<file path="config.mk">
export PLATFORM = sky130hd
export DESIGN_NAME = ecc_write_encoder
export DESIGN_NICKNAME = d
export VERILOG_FILES = /design/src/rtl/ecc_pkg.sv /design/src/rtl/ecc_parity_gen.sv /design/src/rtl/ecc_write_encoder.sv
export SDC_FILE = /design/constraint.sdc
export NUM_CORES = 1
export LEC_CHECK = 0
export BUFFER_PORTS_ARGS = -buffer_cell sky130_fd_sc_hd__buf_2
export CORE_UTILIZATION = 60
export CTS_BUF_LIST = sky130_fd_sc_hd__clkbuf_4 sky130_fd_sc_hd__clkbuf_8
export CTS_CLUSTER_SIZE = 8
export DETAILED_ROUTE_END_ITERATION = 10
export GPL_TIMING_DRIVEN = 0
export PLACE_DENSITY = 0.87
export SYNTH_ARGS = -nofsm -noshare
export SYNTH_HDL_FRONTEND = slang
export SYNTH_SLANG_ARGS = --single-unit
</file>
<file path="constraint.sdc">
create_clock -name clk -period 8.1 [get_ports clk]
set_input_delay 0 -clock clk [delete_from_list [all_inputs] [get_ports clk]]
set_output_delay 0 -clock clk [all_outputs]
set_load 0.1 [all_outputs]
</file>
<file path="src/rtl/ecc_pkg.sv">
// Shared constants and types for the 64+8 SEC/DED write path.
// Used by ecc_parity_gen, ecc_write_encoder and the read-side scrubber.
package ecc_pkg;

  localparam int DATA_WIDTH  = 64;
  localparam int ECC_WIDTH   = 8;
  localparam int NUM_HAMMING = 6;

  // Bit k covers data bit i (i <= 62) when (i mod 2^(k+1)) lies in [2^k-1, 2^(k+1)-2].
  localparam logic [63:0] PARITY_MASK_0 = 64'h5555_5555_5555_5555;
  localparam logic [63:0] PARITY_MASK_1 = 64'h6666_6666_6666_6666;
  localparam logic [63:0] PARITY_MASK_2 = 64'h7878_7878_7878_7878;
  localparam logic [63:0] PARITY_MASK_3 = 64'h7F80_7F80_7F80_7F80;
  localparam logic [63:0] PARITY_MASK_4 = 64'h7FFF_8000_7FFF_8000;
  localparam logic [63:0] PARITY_MASK_5 = 64'h7FFF_FFFF_8000_0000;

  localparam logic [NUM_HAMMING-1:0][63:0] PARITY_MASKS = {
    PARITY_MASK_5, PARITY_MASK_4, PARITY_MASK_3,
    PARITY_MASK_2, PARITY_MASK_1, PARITY_MASK_0
  };

  typedef struct packed {
    logic [ECC_WIDTH-1:0]  ecc;
    logic [DATA_WIDTH-1:0] data;
  } codeword_t;

endpackage

</file>
<file path="src/rtl/ecc_parity_gen.sv">
// Combinational check-bit generator: 6 masked parities, bit 63 copy, overall parity.
// Shared with the scrubber, so it carries no state.
module ecc_parity_gen
  import ecc_pkg::*;
(
  input  logic [DATA_WIDTH-1:0] data,
  output logic [ECC_WIDTH-1:0]  ecc
);

  genvar gi;
  generate
    for (gi = 0; gi < NUM_HAMMING; gi++) begin : g_hamming
      assign ecc[gi] = ^(data & PARITY_MASKS[gi]);
    end
  endgenerate

  // Bit 63 sits alone in the seventh Hamming group, so its check bit is the bit itself.
  assign ecc[NUM_HAMMING]   = data[DATA_WIDTH-1];
  assign ecc[ECC_WIDTH-1]   = ^data;

endmodule

</file>
<file path="src/rtl/ecc_write_encoder.sv">
// Two-stage valid/ready ECC encoder: S1 holds raw data, S2 holds data plus check bits.
// Define ECC_ERR_INJECT_EN to add the one-shot fault injection ports.
module ecc_write_encoder #(
  parameter int DATA_WIDTH = ecc_pkg::DATA_WIDTH,
  parameter int ECC_WIDTH  = ecc_pkg::ECC_WIDTH
) (
  input  logic                  clk,
  input  logic                  rst,
  input  logic                  in_valid,
  output logic                  in_ready,
  input  logic [DATA_WIDTH-1:0] in_data,
  output logic                  out_valid,
  input  logic                  out_ready,
  output logic [DATA_WIDTH-1:0] out_data,
  output logic [ECC_WIDTH-1:0]  out_ecc,
  output logic                  busy,
  output logic [15:0]           word_cnt
`ifdef ECC_ERR_INJECT_EN
  ,
  input  logic                  inj_arm,
  input  logic [DATA_WIDTH+ECC_WIDTH-1:0] inj_mask,
  output logic                  inj_pending
`endif
);

  import ecc_pkg::*;

  logic                  s1_valid_q, s1_valid_d;
  logic [DATA_WIDTH-1:0] s1_data_q, s1_data_d;
  logic                  s2_valid_q, s2_valid_d;
  codeword_t             s2_cw_q, s2_cw_d;
  logic [15:0]           word_cnt_q, word_cnt_d;

  logic [ECC_WIDTH-1:0]  s1_ecc;
  codeword_t             s1_cw;
  logic                  s2_load;
  logic                  s1_load;
  logic                  s2_take;
  logic                  out_hs;

  ecc_parity_gen u_parity_gen (
    .data (s1_data_q),
    .ecc  (s1_ecc)
  );

`ifdef ECC_ERR_INJECT_EN
  logic      inj_pending_q, inj_pending_d;
  codeword_t inj_mask_q, inj_mask_d;
`endif

  always_comb begin
    s2_load     = ~s2_valid_q | out_ready;
    s1_load     = ~s1_valid_q | s2_load;
    s2_take     = s2_load & s1_valid_q;
    out_hs      = s2_valid_q & out_ready;
    s1_cw.ecc   = s1_ecc;
    s1_cw.data  = s1_data_q;
  end

  always_comb begin
    s1_valid_d = s1_valid_q;
    s1_data_d  = s1_data_q;
    s2_valid_d = s2_valid_q;
    s2_cw_d    = s2_cw_q;
    word_cnt_d = word_cnt_q;

    if (s1_load) begin
      s1_valid_d = in_valid;
      if (in_valid) begin
        s1_data_d = in_data;
      end
    end

    // Data registers only move when a real word arrives, so a stalled or drained S2 keeps its value.
    if (s2_load) begin
      s2_valid_d = s1_valid_q;
      if (s1_valid_q) begin
        s2_cw_d = s1_cw;
`ifdef ECC_ERR_INJECT_EN
        if (inj_pending_q) begin
          s2_cw_d = s1_cw ^ inj_mask_q;
        end
`endif
      end
    end

    if (out_hs && (word_cnt_q != 16'hFFFF)) begin
      word_cnt_d = word_cnt_q + 16'd1;
    end
  end

`ifdef ECC_ERR_INJECT_EN
  // A fresh arm wins over the clear, so a mask armed during an S2 load targets the next word.
  always_comb begin
    inj_pending_d = inj_pending_q;
    inj_mask_d    = inj_mask_q;
    if (s2_take) begin
      inj_pending_d = 1'b0;
    end
    if (inj_arm) begin
      inj_pending_d = 1'b1;
      inj_mask_d    = inj_mask;
    end
  end

  always_ff @(posedge clk or posedge rst) begin
    if (rst) begin
      inj_pending_q <= 1'b0;
      inj_mask_q    <= '0;
    end else begin
      inj_pending_q <= inj_pending_d;
      inj_mask_q    <= inj_mask_d;
    end
  end

  assign inj_pending = inj_pending_q;
`endif

  always_ff @(posedge clk or posedge rst) begin
    if (rst) begin
      s1_valid_q <= 1'b0;
      s1_data_q  <= '0;
      s2_valid_q <= 1'b0;
      s2_cw_q    <= '0;
      word_cnt_q <= '0;
    end else begin
      s1_valid_q <= s1_valid_d;
      s1_data_q  <= s1_data_d;
      s2_valid_q <= s2_valid_d;
      s2_cw_q    <= s2_cw_d;
      word_cnt_q <= word_cnt_d;
    end
  end

  assign in_ready  = s1_load;
  assign out_valid = s2_valid_q;
  assign out_data  = s2_cw_q.data;
  assign out_ecc   = s2_cw_q.ecc;
  assign busy      = s1_valid_q | s2_valid_q;
  assign word_cnt  = word_cnt_q;

endmodule

</file>
==> flow_summary.json <==
{
  "ys_seq_elements": 153,
  "ys_top_cells_by_count": "dfrtp_1, mux2_2, xnor2_1, xor2_1, nand2_1",
  "clock_path_buffers": 2,
  "dp_slack_ps": 5751,
  "detailroute.via_count": 4731,
  "regArea_mm2": 0.003829,
  "post_cts_buffers": 0,
  "grt_pass1_vias": 5142,
  "cp-start-kind": "flop",
  "pin_count": 159,
  "synth_edf_count": 0,
  "worstPathMaxFanout": 4,
  "yosysMostFrequentCell": "dfrtp_1",
  "synth_top_cell_by_area": "dfrtp_1",
  "fin_hold_ws_ps": 240.0,
  "wire_per_inst_um": 19.61,
  "start_util_pct": 62.93,
  "cellLeakagePower_nw": 4.170,
  "hold_viol_final": 0,
  "setup_viol": 0,
  "fp.dieW_um": 109.8,
  "power.density_mw_per_mm2": 422.3,
  "grt_pass1_wl_um": 26880,
  "slew_violations": 0,
  "ant_nets": 0,
  "num_antenna_cells": 0,
  "syn_area_per_cell_um2": 14.49,
  "drive_above_1_share_pct": 43.92,
  "tightestPinTransition_ps": 796.3,
  "yosys_warnings": 0,
  "rows": 38,
  "synthTopCellsByArea": "dfrtp_1, mux2_2, xnor2_1",
  "coreArea_mm2": 0.01108,
  "grt_overflow_total": 0,
  "nNetsFinal": 796,
  "max_freq_mhz": 421.1,
  "period_needed_ps": 2375,
  "antenna_found_initial": 0,
  "worst_setup_path_end_kind": "flop",
  "cts-root-buf": "clkbuf_8",
  "yosysUniqueCellTypes": 27,
  "yosysSeqAreaShare_pct": 54.92,
  "tritoncts": "yes",
  "rsz0062_at_grt": "no",
  "hp-class": "input port to asynchronous set/reset pin",
  "grt.total_usage_pct": 31.37,
  "cts_sinks": 153,
  "die_area_mm2": 0.01205,
  "synth-main-ff-cell": "dfrtp_1",
  "max_cap_violations": 0,
  "fill_cells": 613,
  "netlist_instances": 481,
  "synthesis.nets": 550,
  "path_clk_slew_ps": 80,
  "slew-limit-headroom_pct": 46.91,
  "required_ps": 8480,
  "setup_ws_ps": 5725,
  "area_growth_pct": 29.67,
  "globalplace.congestion": 0.7903,
  "htree_levels": 4,
  "critPathKind": "flop to flop",
  "port_buffers": 158,
  "dp.cells": 780,
  "tns_ps": 0,
  "syn-cell-area_mm2": 0.006972,
  "status": "completed",
  "numCtsBuffers": 17,
  "dpl.hpwl_um": 11280,
  "multi_input_area_mm2": 0.003079,
  "layout.cells.non_filler": 880,
  "first_pass_iters": 4,
  "arrival_ps": 2750,
  "synth_async_sr_flop_share_pct": 100.0,
  "grt_start_max_net_pins": 90,
  "peakVddDrop_mv": 0.3531,
  "drc": 0,
  "drt_iter0_drc": 244,
  "synth_top_area_share_pct": 54.92,
  "clkLatencyLatePin_ps": 460,
  "fin_skew_ps": 10.58,
  "post_drt_via_cell_ratio": 5.376,
  "drt-total-wl_um": 17260,
  "chipHeight_um": 109.8,
  "post-route-period-util_pct": 29.32
}
==> power by group <==
part	switching [W]	internal, W	total, W
Combinational	0.00141	0.000757	0.00216
Clock	0.000271	0.000300	0.000571
Sequential	0.000148	0.000934	0.00108
==> worst max-delay path: stages, from the launching register on <==
cell and delay (ps):
dfrtp_1 450, xnor2_2 200, xnor3_2 480, xnor3_1 360
xor3_1 250, xnor3_1 440, o21ai_1 130
==> cell families after synthesis <==
family | after synthesis | synth area share, %
mux | 129 | 20.84
fa+ha+maj | 1 | 0.1794
buf+inv | 16 | 0.9154
simple gates | 47 | 3.123
flops | 153 | 54.92
compound gates | 9 | 0.7000
xor+xnor | 126 | 19.33
==> timing repair <==
item / in CTS / in global routing
resized for setup: 0 / 0
endpoints found under the hold margin: 155 / 0
hold buffers: 68 / 0
==> flip-flops by register name (all words and copies together) (netlist names) <==
register,count
s1_data_q,64
out_data,63
word_cnt,16
out_ecc,8
out_valid,1
s1_valid_q,1
==> routing by layer <==
layer | wire [um] | global-route usage [%] | up-vias
met5 | 0 | 0 | -
met4 | 410 | 12.29 | 0
met3 | 965 | 8.239 | 33
met2 | 9148 | 55.22 | 167
met1 | 6736 | 36.49 | 2397
li1 | - | - | 2134
==> layout make-up <==
cell class              count  area share, %
repair buffers            227          16.58
clock inverters             9          1.080
multi-input cells         312          34.06
flip-flops and latches    153          42.35
inverters                   1        0.09689
clock buffers              23          3.225
well taps                 140          1.938
plain buffers              15         0.6644
==> path summary, 6_finish.rpt <==
path	startpoint	end	slack, ps	cells after the start
max	s1_data_q[46]	out_ecc[7]	5730	6
min	rst	out_data[17]	240	3
max reg2reg	s1_data_q[46]	out_ecc[7]	5730	6
min reg2reg	out_ecc[5]	out_ecc[5]	500	2
max in group asynchronous	rst	out_data[32]	7060	4
min in group clk	in_data[22]	s1_data_q[22]	310	3
==> metrics by stage <==
step / instance area [um2] / utilization [%] / total power, W
final: 9040 / 81.60 / 0.003818
after global routing: 9040 / 81.60 / 0.003974
after detailed placement: 7970 / 71.94 / 0.003211
after floorplan: 6972 / - / 0.002849
after CTS: 9040 / 81.60 / 0.003812
after global placement: 7938 / 71.65 / 0.003147
==> placed cells by master, fill, tap and decap left out, types with 2 or more instances in the layout <==
master | synthesis | routed
clkbuf_1 | 7 | 7
nor2_1 | 9 | 9
dlygate4sd3_1 | 0 | 68
buf_1 | 7 | 7
clkbuf_4 | 0 | 4
clkbuf_8 | 0 | 19
and3_1 | 3 | 3
mux2_2 | 129 | 129
xnor2_1 | 84 | 84
xor2_1 | 24 | 24
nand3_1 | 5 | 5
dfrtp_1 | 153 | 153
buf_2 | 0 | 158
xnor3_1 | 15 | 15
clkinv_2 | 0 | 6
nand2b_1 | 4 | 4
nand4_1 | 2 | 2
nand2_1 | 20 | 20
bufinv_16 | 0 | 2
o21ai_0 | 6 | 6
Note: power is estimated with default switching activity, not from simulation.
